`config.mk`:
```
export PLATFORM = sky130hd
export DESIGN_NAME = memory_access
export DESIGN_NICKNAME = d
export VERILOG_FILES = /design/src/rtl/memory_access.sv
export SDC_FILE = /design/constraint.sdc
export NUM_CORES = 1
export LEC_CHECK = 0
export ABC_AREA = 1
export CAP_MARGIN = 20
export CORE_UTILIZATION = 37
export DETAILED_ROUTE_END_ITERATION = 12
export PLACE_DENSITY_LB_ADDON = 0.15
export SLEW_MARGIN = 20
export SYNTH_ARGS = -nofsm -noshare
export SYNTH_HDL_FRONTEND = slang
export SYNTH_SLANG_ARGS = --single-unit
```
`constraint.sdc`:
```
create_clock -name clk -period 1.9 [get_ports clk]
set_input_delay 0.57 -clock clk [delete_from_list [all_inputs] [get_ports clk]]
set_output_delay 0.57 -clock clk [all_outputs]
set_load 0.005 [all_outputs]
```
`src/rtl/memory_access.sv`:
```
// rtl/memory_access.sv - memory pipeline stage: LSU requests to OCP-style bus, load align/extend, writeback forward
// Optional feature macro: MEM_ALIGN_CHECK_EN (misaligned HWORD/WORD access raises o_bus_err instead of a bus command)
module memory_access (
  input  logic        clk,
  input  logic        nrst,
  input  logic        i_exec_stall,
  input  logic        i_fetch_stall,
  output logic        o_mem_stall,
  input  logic [4:0]  i_rd_no,
  input  logic [31:0] i_alu_result,
  input  logic [1:0]  i_lsu_op,
  input  logic        i_lsu_lns,
  input  logic        i_lsu_ext,
  input  logic [31:0] i_mem_data,
  output logic [4:0]  o_rd_no,
  output logic [31:0] o_rd_val,
  output logic [31:0] o_MAddr,
  output logic [2:0]  o_MCmd,
  output logic [31:0] o_MData,
  output logic [3:0]  o_MByteEn,
  input  logic        i_SCmdAccept,
  input  logic [31:0] i_SData,
  input  logic [1:0]  i_SResp,
  output logic        o_bus_err
);

  localparam logic [1:0] LSU_IDLE  = 2'd0;
  localparam logic [1:0] LSU_BYTE  = 2'd1;
  localparam logic [1:0] LSU_HWORD = 2'd2;
  localparam logic [1:0] LSU_WORD  = 2'd3;

  localparam logic [2:0] MCMD_IDLE = 3'd0;
  localparam logic [2:0] MCMD_WR   = 3'd1;
  localparam logic [2:0] MCMD_RD   = 3'd2;

  localparam logic [1:0] SRESP_NULL = 2'd0;
  localparam logic [1:0] SRESP_DVA  = 2'd1;

  typedef enum logic [1:0] {
    ST_IDLE = 2'd0,
    ST_CMD  = 2'd1,
    ST_RESP = 2'd2
  } state_e;

  state_e      state_q, state_d;

  // Captured transaction attributes, held for the whole bus transaction
  logic [4:0]  rd_q;
  logic [1:0]  op_q;
  logic        lns_q;
  logic        ext_q;
  logic [1:0]  a_q;

  // Bus-facing and writeback registers
  logic [31:0] maddr_q;
  logic [31:0] mdata_q;
  logic [3:0]  mbyteen_q;
  logic [4:0]  rd_no_q;
  logic [31:0] rd_val_q;
  logic        bus_err_q;

  logic        core_stall;
  logic        capture;
  logic        misalign;
  logic [1:0]  a;
  logic [3:0]  lane_be;
  logic [31:0] lane_data;
  logic [31:0] load_val;
  logic [7:0]  ld_byte;
  logic [15:0] ld_half;

  assign a          = i_alu_result[1:0];
  assign core_stall = i_exec_stall | i_fetch_stall | o_mem_stall;
  // Capture is only meaningful in IDLE; outside IDLE o_mem_stall already blocks it
  assign capture    = !core_stall;

`ifdef MEM_ALIGN_CHECK_EN
  assign misalign = ((i_lsu_op == LSU_HWORD) && a[0]) ||
                    ((i_lsu_op == LSU_WORD) && (a != 2'b00));
`else
  assign misalign = 1'b0;
`endif

  // Byte-lane enables and lane-replicated store data for the incoming request
  always_comb begin
    lane_be   = 4'b0000;
    lane_data = i_mem_data;
    case (i_lsu_op)
      LSU_BYTE: begin
        lane_be   = 4'b0001 << a;
        lane_data = {4{i_mem_data[7:0]}};
      end
      LSU_HWORD: begin
        lane_be   = a[1] ? 4'b1100 : 4'b0011;
        lane_data = {2{i_mem_data[15:0]}};
      end
      LSU_WORD: begin
        lane_be   = 4'b1111;
        lane_data = i_mem_data;
      end
      default: begin
        lane_be   = 4'b0000;
        lane_data = i_mem_data;
      end
    endcase
  end

  // Extract and sign/zero-extend load data from the response word
  always_comb begin
    ld_byte  = i_SData[{a_q, 3'b000} +: 8];
    ld_half  = i_SData[{a_q[1], 4'b0000} +: 16];
    load_val = i_SData;
    case (op_q)
      LSU_BYTE:  load_val = {{24{ext_q & ld_byte[7]}}, ld_byte};
      LSU_HWORD: load_val = {{16{ext_q & ld_half[15]}}, ld_half};
      default:   load_val = i_SData;
    endcase
  end

  // FSM state register; async reset drops any in-flight transaction
  always_ff @(posedge clk or negedge nrst) begin
    if (!nrst) begin
      state_q <= ST_IDLE;
    end else begin
      state_q <= state_d;
    end
  end

  // FSM next-state: command phase until accept, response phase for loads only
  always_comb begin
    state_d = state_q;
    case (state_q)
      ST_IDLE: begin
        if (capture && (i_lsu_op != LSU_IDLE) && !misalign) begin
          state_d = ST_CMD;
        end
      end
      ST_CMD: begin
        if (i_SCmdAccept) begin
          state_d = lns_q ? ST_RESP : ST_IDLE;
        end
      end
      ST_RESP: begin
        if (i_SResp != SRESP_NULL) begin
          state_d = ST_IDLE;
        end
      end
      default: state_d = ST_IDLE;
    endcase
  end

  // FSM outputs: bus command and pipeline stall follow the state directly
  always_comb begin
    o_MCmd      = MCMD_IDLE;
    o_mem_stall = 1'b0;
    case (state_q)
      ST_CMD: begin
        o_MCmd      = lns_q ? MCMD_RD : MCMD_WR;
        o_mem_stall = 1'b1;
      end
      ST_RESP: begin
        o_mem_stall = 1'b1;
      end
      default: begin
        o_MCmd      = MCMD_IDLE;
        o_mem_stall = 1'b0;
      end
    endcase
  end

  // Datapath: request capture, writeback forwarding, response completion, error pulse
  always_ff @(posedge clk or negedge nrst) begin
    if (!nrst) begin
      rd_q      <= 5'd0;
      op_q      <= LSU_IDLE;
      lns_q     <= 1'b0;
      ext_q     <= 1'b0;
      a_q       <= 2'b00;
      maddr_q   <= 32'd0;
      mdata_q   <= 32'd0;
      mbyteen_q <= 4'b0000;
      rd_no_q   <= 5'd0;
      rd_val_q  <= 32'd0;
      bus_err_q <= 1'b0;
    end else begin
      bus_err_q <= 1'b0;
      case (state_q)
        ST_IDLE: begin
          if (capture) begin
            if (i_lsu_op == LSU_IDLE) begin
              rd_no_q  <= i_rd_no;
              rd_val_q <= i_alu_result;
            end else begin
              // Writeback suppressed until the load completes (stores never write back)
              rd_no_q <= 5'd0;
              if (misalign) begin
                bus_err_q <= 1'b1;
              end else begin
                maddr_q   <= {i_alu_result[31:2], 2'b00};
                mdata_q   <= lane_data;
                mbyteen_q <= lane_be;
                rd_q      <= i_rd_no;
                op_q      <= i_lsu_op;
                lns_q     <= i_lsu_lns;
                ext_q     <= i_lsu_ext;
                a_q       <= a;
              end
            end
          end
        end
        ST_RESP: begin
          if (i_SResp == SRESP_DVA) begin
            rd_val_q <= load_val;
            rd_no_q  <= rd_q;
          end else if (i_SResp != SRESP_NULL) begin
            bus_err_q <= 1'b1;
            rd_no_q   <= 5'd0;
          end
        end
        default: begin
        end
      endcase
    end
  end

  assign o_MAddr   = maddr_q;
  assign o_MData   = mdata_q;
  assign o_MByteEn = mbyteen_q;
  assign o_rd_no   = rd_no_q;
  assign o_rd_val  = rd_val_q;
  assign o_bus_err = bus_err_q;

endmodule

```
# After elaboration in Yosys (flattened, before gate mapping)
# Index checks and enable logic that the tools add are counted.
op_classes:
  n_eq_ne: 15
  shifts: 3
  bitwise: 6
  n_reduce_logical: 12
  mux: 24
ops:
  columns: ["op", "n"]
  rows:
  - ["32-bit case mux with 2 select lines", 3]
  - ["32-bit two-way mux", 3]
  - ["32-bit by 6-bit variable part select with 16-bit output", 1]
  - ["32-bit by 6-bit variable part select with 8-bit output", 1]
  - ["5-bit two-way mux", 4]
  - ["2-bit two-way mux", 6]
  - ["2-bit != test, second input constant", 6]
  - ["4-bit case mux with 3 select lines", 1]
  - ["5-bit case mux with 2 select lines", 1]
  - ["3-bit AND reduction", 3]
  - ["2-bit by 1-bit == test with 1-bit output, second input constant", 4]
  - ["2-bit == test, second input constant", 4]
  - ["2-bit case mux with 3 select lines", 1]
  - ["2-bit nonzero test", 3]
  - ["2-bit zero test", 2]
  - ["1-bit two-way mux", 4]
  - ["4-bit two-way mux", 1]
  - ["4-bit AND reduction", 1]
  - ["1-bit by 2-bit << shifter with 4-bit output, first input constant", 1]
  - ["3-bit != test, second input constant", 1]
  - ["1-bit bitwise AND", 2]
  - ["1-bit NOT", 2]
  - ["1-bit OR", 2]
  - ["2-bit OR reduction", 1]
  - ["other kinds (2)", 2]
totals:
  register_bits: 117
  word_cells: 72
  in_bits: 112
  out_inout_bits: 110

# Longest topological paths before layout
# Gate-level depths: netlist of the first run.
logic_depth:
  depth_word: 8
  mapped_depth: 11
  depth_no_buf: 10

# Worst setup path before layout of the first run
# OpenSTA, ideal clock, no wires.
synth_timing:
  path_kind: "input-to-reg"
  start: "in i_lsu_op[0]"
  end: "reg mdata_q[28], in the netlist o_MData[28]"
  arrival_ps: 1672
  slack_ps: 146
  setup_ps: 82
  path_buffers: 2
  cell_stages: 7
  t_required_ps: 1818
  cell_sequence: "inv_1 > ha_1 > buf_2 > inv_1 > buf_1 > nand2_1 > a31oi_1"
synth_between:
  elab_chain_cells: 3
  elab_cells_between_ends: 6
  cone_classes: "eq/ne: 2; mux: 1; bitwise: 1; reduce/logical: 2"
synth_lines:
  columns: ["element", "line_no", "text"]
  rows:
  - ["from (decl)", "11", "input logic [1:0] i_lsu_op,"]
  - ["branches (longest 3 deep; another with 32-bit case mux with 2 select lines)", null, null]
  - ["to (signal assigned)", "200", "mdata_q <= lane_data;"]
  - ["to (decl)", "56", "logic [31:0] mdata_q;"]
# Several ways; the timed one is not identified.
# A chain may end at the register's enable or synchronous reset.

# Final worst setup path of the first run
layout_timing:
  start: "reg state_q[1]"
  end: "out o_MCmd[1]"
layout_between:
  elab_chain_cells: 2
layout_lines:
  columns: ["element", "line_no", "text"]
  rows:
  - ["from (decl)", "45", "state_e state_q, state_d;"]
  - ["from (signal assigned)", "125", "state_q <= state_d;"]
  - ["2-bit by 1-bit == test with 1-bit output", "156", "case (state_q)"]
  - ["2-bit two-way mux", "156", null]
  - ["to (decl)", "18", "output logic [2:0] o_MCmd,"]
# Every way passes these cells.

==> reports/metrics.csv, run 1 <==
metric;value;unit
status;complete, no violations;
Final Skew;0.0106;ns
worst-path cell chain;inv_2 > ha_4 > nand2_1 > inv_1 > buf_2;
Pre-antenna DRT Iters;4;
total wire length;18600;microns
Storage cell area;2930;sq um
Starting Density;38.2;%
CP Class;reg2out;
Fin. Hold Viols;0;
Post-Layout Cell Count;1295;
routed wl met2;8740;microns
gr ovfl total;0;
M1 WL;8460;microns
fin crit share;98.9;%
CTS Buffer Depth;2;
CTS tree;yes;
max-cap violations;0;
Distinct cells, synth;27;
Top Metal Used;met4;
Fillers;1466;
Final Slew Violations;0;
Worst-path clk slew;0.05;ns
row count;46;
Slowest-stage cell, CP;dfrtp_1;
WP data arrival;1.31;ns
WP data required;1.33;ns
setup slack, reg-to-reg;0.09;ns
CTS Root Cell;clkbuf_16;
first-pass GRT wire length;28200;microns
H-tree depth;4;
final setup violation count;0;
drt initial violations;295;
CP top delay family;flip-flops;
largest net degree at the start of global routing;79;
clock latency on the worst-skew pair;0.42;ns
max frequency;0.532;GHz
die area;17100;sq um
Worst path max stage delay;0.39;ns
worst path buffer plus inverter count;3;
gr usage total;21.6;%
startpoint types;flop;
RePlAce Congestion;0.834;
flop and latch count out of synthesis;117;
Post-Synthesis Cells;829;
clk sinks;117;
minimum clock period;1.88;ns
RSZ-0062 raised after global routing;true;
wire per inst;14.3;microns
CP max FO;3;
diode count;0;
WL met3;1180;microns
post-synthesis cell area;6140;sq um
Area growth syn-to-layout;55.2;%
I/O pins;222;
Port-buffer cells;218;
Detail Route Antenna Nets;0;
synth warn;0;
total power;14.1;mW
Max transition margin;65.5;%
peak supply drop;0.741;mV
Multi-input gate area;2660;sq um
hpwl dp;13400;microns
Die Width;131;microns
initial antenna violation count;0;
Slew @ Worst Pin;0.517;ns
dpl cells;1256;
Lkg Pwr;4.79;nW
DRC;0;
TritonCTS Buffers;17;
Vias;6073;
layout cells sized above 1;10.5;%
hold crit path type;in2async;
Worst setup EP type;output pin;
die height;131;microns
core area;16100;sq um
vias per inst;4.69;
post-layout util;59.3;%
Final #Nets;1188;
Post-Syn Area per Cell;7.40;sq um
vias in the first global route;5629;
power per cell area;1480;nW/um^2
sequential fraction of the synthesis area;47.7;%
[worst paths after layout]
kind                            start      endpoint  cells after the start
min                              nrst    o_MAddr[8]                      1
max in group asynchronous        nrst   o_MData[22]                      2
max                        state_q[1]     o_MCmd[1]                      5
min in group clk           o_MData[3]    o_MData[3]                      2
min reg2reg                o_MData[3]    o_MData[3]                      2
max reg2reg                state_q[1]  o_rd_val[29]                     10
[layout make-up]
type | count | share of cell area (%)
Sequential cell | 117 | 30.7
Timing Repair Buffer | 262 | 28.5
Multi-Input combinational cell | 578 | 27.9
Clock inverter | 13 | 1.64
Inverter | 90 | 3.70
Tap cell | 216 | 2.84
Clock buffer | 19 | 4.65
[sequential cells by signal, indices dropped and copies added (netlist names)]
register	flops
o_MData	32
o_rd_val	32
o_MAddr	30
o_rd_no	5
rd_q	5
o_MByteEn	4
a_q	2
op_q	2
state_q	2
ext_q	1
lns_q	1
o_bus_err	1
[synthesized netlist by cell type]
library cell / n / area [sq um]
nand2_1: 302 / 1130
dfrtp_1: 117 / 2930
inv_1: 85 / 319
nor2_1: 77 / 289
a21oi_1: 76 / 380
o21ai_0: 52 / 260
a31oi_1: 20 / 125
buf_2: 18 / 90.1
clkbuf_1: 14 / 52.6
o22ai_1: 12 / 75.1
ha_1: 10 / 125
buf_6: 8 / 90.1
nand2_2: 5 / 31.3
nor2_4: 5 / 56.3
o21ai_1: 5 / 25.0
a21oi_2: 4 / 35.0
buf_4: 4 / 30.0
inv_2: 3 / 11.3
buf_1: 2 / 7.51
nand3_2: 2 / 20.0
o21ai_2: 2 / 17.5
clkinv_1: 1 / 3.75
conb_1: 1 / 3.75
inv_6: 1 / 8.76
nand3_1: 1 / 5.00
nor2_2: 1 / 6.26
or2_4: 1 / 8.76
[logic make-up (layout without fill, tap and decap cells)]
group / count (synthesis) / in the layout / synth area share, %
AND/OR/NAND/NOR: 394 / 394 / 25.3
AO/OA/AOI/OAI: 171 / 171 / 15.0
buffers and inverters: 136 / 384 / 9.99
flip-flops: 117 / 117 / 47.7
adder cells (fa/ha/maj): 10 / 10 / 2.04
other: 1 / 3 / 0.0611
[cells in the final DEF, fill, tap and decap left out, drive strengths merged]
cell type	count
nand2	307
nand3	3
o21ai	59
inv	90
clkinvlp	5
a21oi	80
dlymetal6s2s	25
conb	3
clkbuf	21
buf	46
or2	1
o22ai	12
nor2	83
bufinv	3
clkinv	5
clkdlybuf4s50	189
ha	10
a31oi	20
dfrtp	117
[metal layers]
layer | global-route usage, % | vias up
met5 | 0 | -
met4 | 6.02 | 0
met3 | 5.74 | 14
met2 | 34.1 | 188
met1 | 29.1 | 2808
li1 | - | 3063
[metrics by stage]
step / hold slack [ns] / cell area, sq um / setup WS, ns / TNS (ns)
6_report: 0.0125 / 9530 / 0.0205 / 0
5_1_grt: 0.00739 / 9530 / -0.0187 / -0.0305
4_1_cts: 0.000713 / 9340 / 0.000235 / 0
3_5_place_dp: 0.441 / 8710 / -0.405 / -35.18
3_3_place_gp: 0.441 / 8710 / -0.323 / -30.31
2_1_floorplan: 0.274 / 6150 / 0.146 / 0
[report_power, final]
part | internal [mW] | leakage (nW) | switching [mW] | total [mW]
Clock | 2.09 | 0.281 | 1.16 | 3.25
Combinational | 3.42 | 3.09 | 3.12 | 6.53
Sequential | 3.66 | 1.43 | 0.711 | 4.37
Total | 9.16 | 4.79 | 4.99 | 14.1
[what timing repair did]
action | 4_1_cts | 5_1_grt
gates cloned | 0 | 2
pin swaps | 2 | 5
setup buffers | 2 | 3
resized for setup | 17 | 42
hold buffers | 0 | 0
setup endpoints to repair | 3 | 90
Note: power is estimated with default switching activity, not from simulation.
==> run 2: changes to the inputs <==
Settings changed: CORE_UTILIZATION 37 to 53, DONT_BUFFER_PORTS set to 1.
==> run 2 against run 1 <==
  * The flow now finishes with violations (hold timing)
  * Via count shrank 13%
  * Highest routed layer unchanged
  * Clock-buffer cell count stayed put
  * Maximum frequency is 3.6% higher
  * Wire length down 12%
  * Flip-flop and latch count unchanged
  * Worst hold slack worse by 0.16 ns
  * Die area decreased by 30%
  * Final area fell by 27%
  * Core utilization increased by 3.6 points
  * Clock power increased by 6%
  * Largest power group is now registers
  * Critical path depth fell by 1
==> reports/metrics.csv, run 2 (same netlist as run 1, synthesis figures left out) <==
metric;value;unit
status;finished, violations left;
violated checks;hold timing;
dpl cells;947;
Worst path max stage delay;0.39;ns
diode count;0;
clock latency on the worst-skew pair;0.41;ns
drt initial violations;223;
R2R depth;9;
RR Endpoint;o_rd_val[3];
CTS tree;yes;
startpoint types;flop;
WP data arrival;1.24;ns
worst-path cell chain;buf_4 > ha_2 > nand2_1 > inv_1;
final setup violation count;0;
final hold slack;-0.143;ns
Vias;5284;
layout cells sized above 1;10.2;%
gr ovfl total;0;
wire per inst;16.6;microns
DRC;0;
peak supply drop;0.835;mV
setup slack, reg-to-reg;0.17;ns
Fin. Hold Viols;117;
CP max FO;2;
most frequent cells in the layout;nand2_1 (302), dfrtp_1 (117), inv_1 (82);
Die Width;110;microns
WP data required;1.33;ns
Port-buffer cells;0;
vias in the first global route;5216;
most common cell after layout, fill and taps aside;nand2_1;
fin crit share;95.5;%
power per cell area;1720;nW/um^2
Clk pwr share;28.7;%
Pre-antenna DRT Iters;5;
Final #Nets;950;
CTS Buffer Depth;2;
total wire length;16300;microns
gr usage total;27.8;%
first-pass GRT wire length;25400;microns
Final Slew Violations;0;
Final Skew;0.00690;ns
Slowest-stage cell, CP;dfrtp_1;
Lkg Pwr;3.59;nW
Sequential Power Share;38.8;%
CP top delay family;flip-flops;
worst path buffer plus inverter count;2;
row count;38;
initial antenna violation count;0;
die area;12000;sq um
Worst-path clk slew;0.06;ns
largest net degree at the start of global routing;118;
vias per inst;5.39;
Int Power;7.40;mW
Detail Route Antenna Nets;0;
hold crit path type;in2async;
Area growth syn-to-layout;13.6;%
I/O pins;222;
clk sinks;117;
total power;12.0;mW
RSZ-0062 raised after global routing;false;
Comb power frac;32.5;%
Final TNS setup;0;ns
worst r2r src;state_q[0];
RePlAce Congestion;0.899;
TritonCTS Buffers;17;
hpwl dp;11800;microns
CP Class;reg2out;
die height;110;microns
Starting Density;55.4;%
max-cap violations;0;
H-tree depth;4;
sw power;4.58;mW
Worst setup EP type;output pin;
CTS Root Cell;clkbuf_16;
Post-Layout Cell Count;980;
max frequency;0.551;GHz
core area;11100;sq um
sw frac;38.2;%
minimum clock period;1.81;ns
run 2: changes by cell type in the layout (fill, tap and decap cells not counted), sizes merged:
cell / change
buf: -22
bufinv: +1
clkbuf: -2
clkdlybuf4s50: -189
clkinvlp: -1
dlymetal6s2s: -25
inv: -1
run 2: metal layers:
metal / share of wire, % / up-vias / track usage [%]
li1: - / 2590 / -
met1: 40 / 2449 / 31.8
met3: 10 / 29 / 11.3
met4: 1.9 / 0 / 9.90
met2: 48 / 216 / 47.0
met5: 0 / - / 0
run 2: power groups by stage:
stage               clock network [mW]  registers (mW)  logic [mW]
global placement                     0            4.65        3.61
global route                      3.58            4.82        4.51
finish                            3.44            4.65        3.89
detailed placement                   0            4.68        3.78
CTS                               3.47            4.66        3.80
floorplan                            0            4.35        3.08
run 2: what timing repair did:
item	4_1_cts	5_1_grt
gates resized for setup	0	12
buffers inserted	0	2
endpoints found under the setup margin	0	33
endpoints found under the hold margin	117	117
run 2: cell type report:
type / instances / area (sq um)
Fill cell: 1010 / 4110
Sequential cell: 117 / 2930
Multi-Input combinational cell: 578 / 2630
Clock buffer: 19 / 453
Inverter: 90 / 344
Timing Repair Buffer: 24 / 259
Clock inverter: 12 / 178
Tap cell: 140 / 175
run 2: worst max path at each step:
stage                         to  cells after the start        start
finish                 o_MCmd[1]                      4   state_q[0]
CTS                  o_mem_stall                      3   state_q[0]
global placement    o_rd_val[28]                      9  i_lsu_op[0]
global route          o_rd_no[2]                      8   state_q[0]
floorplan            o_MData[28]                      7  i_lsu_op[0]
detailed placement  o_rd_val[30]                     10   state_q[0]
run 2: per-stage QoR:
stage | util, % | setup slack, ns | area [sq um] | hold WS [ns]
after floorplan | - | 0.146 | 6150 | 0.274
after detailed placement | 56.7 | 0.0678 | 6290 | 0.277
after global placement | 56.7 | 0.138 | 6290 | 0.277
final | 62.9 | 0.0854 | 6970 | -0.143
after CTS | 62.4 | 0.00113 | 6920 | -0.157
after global routing | 62.9 | 0.00444 | 6970 | -0.161
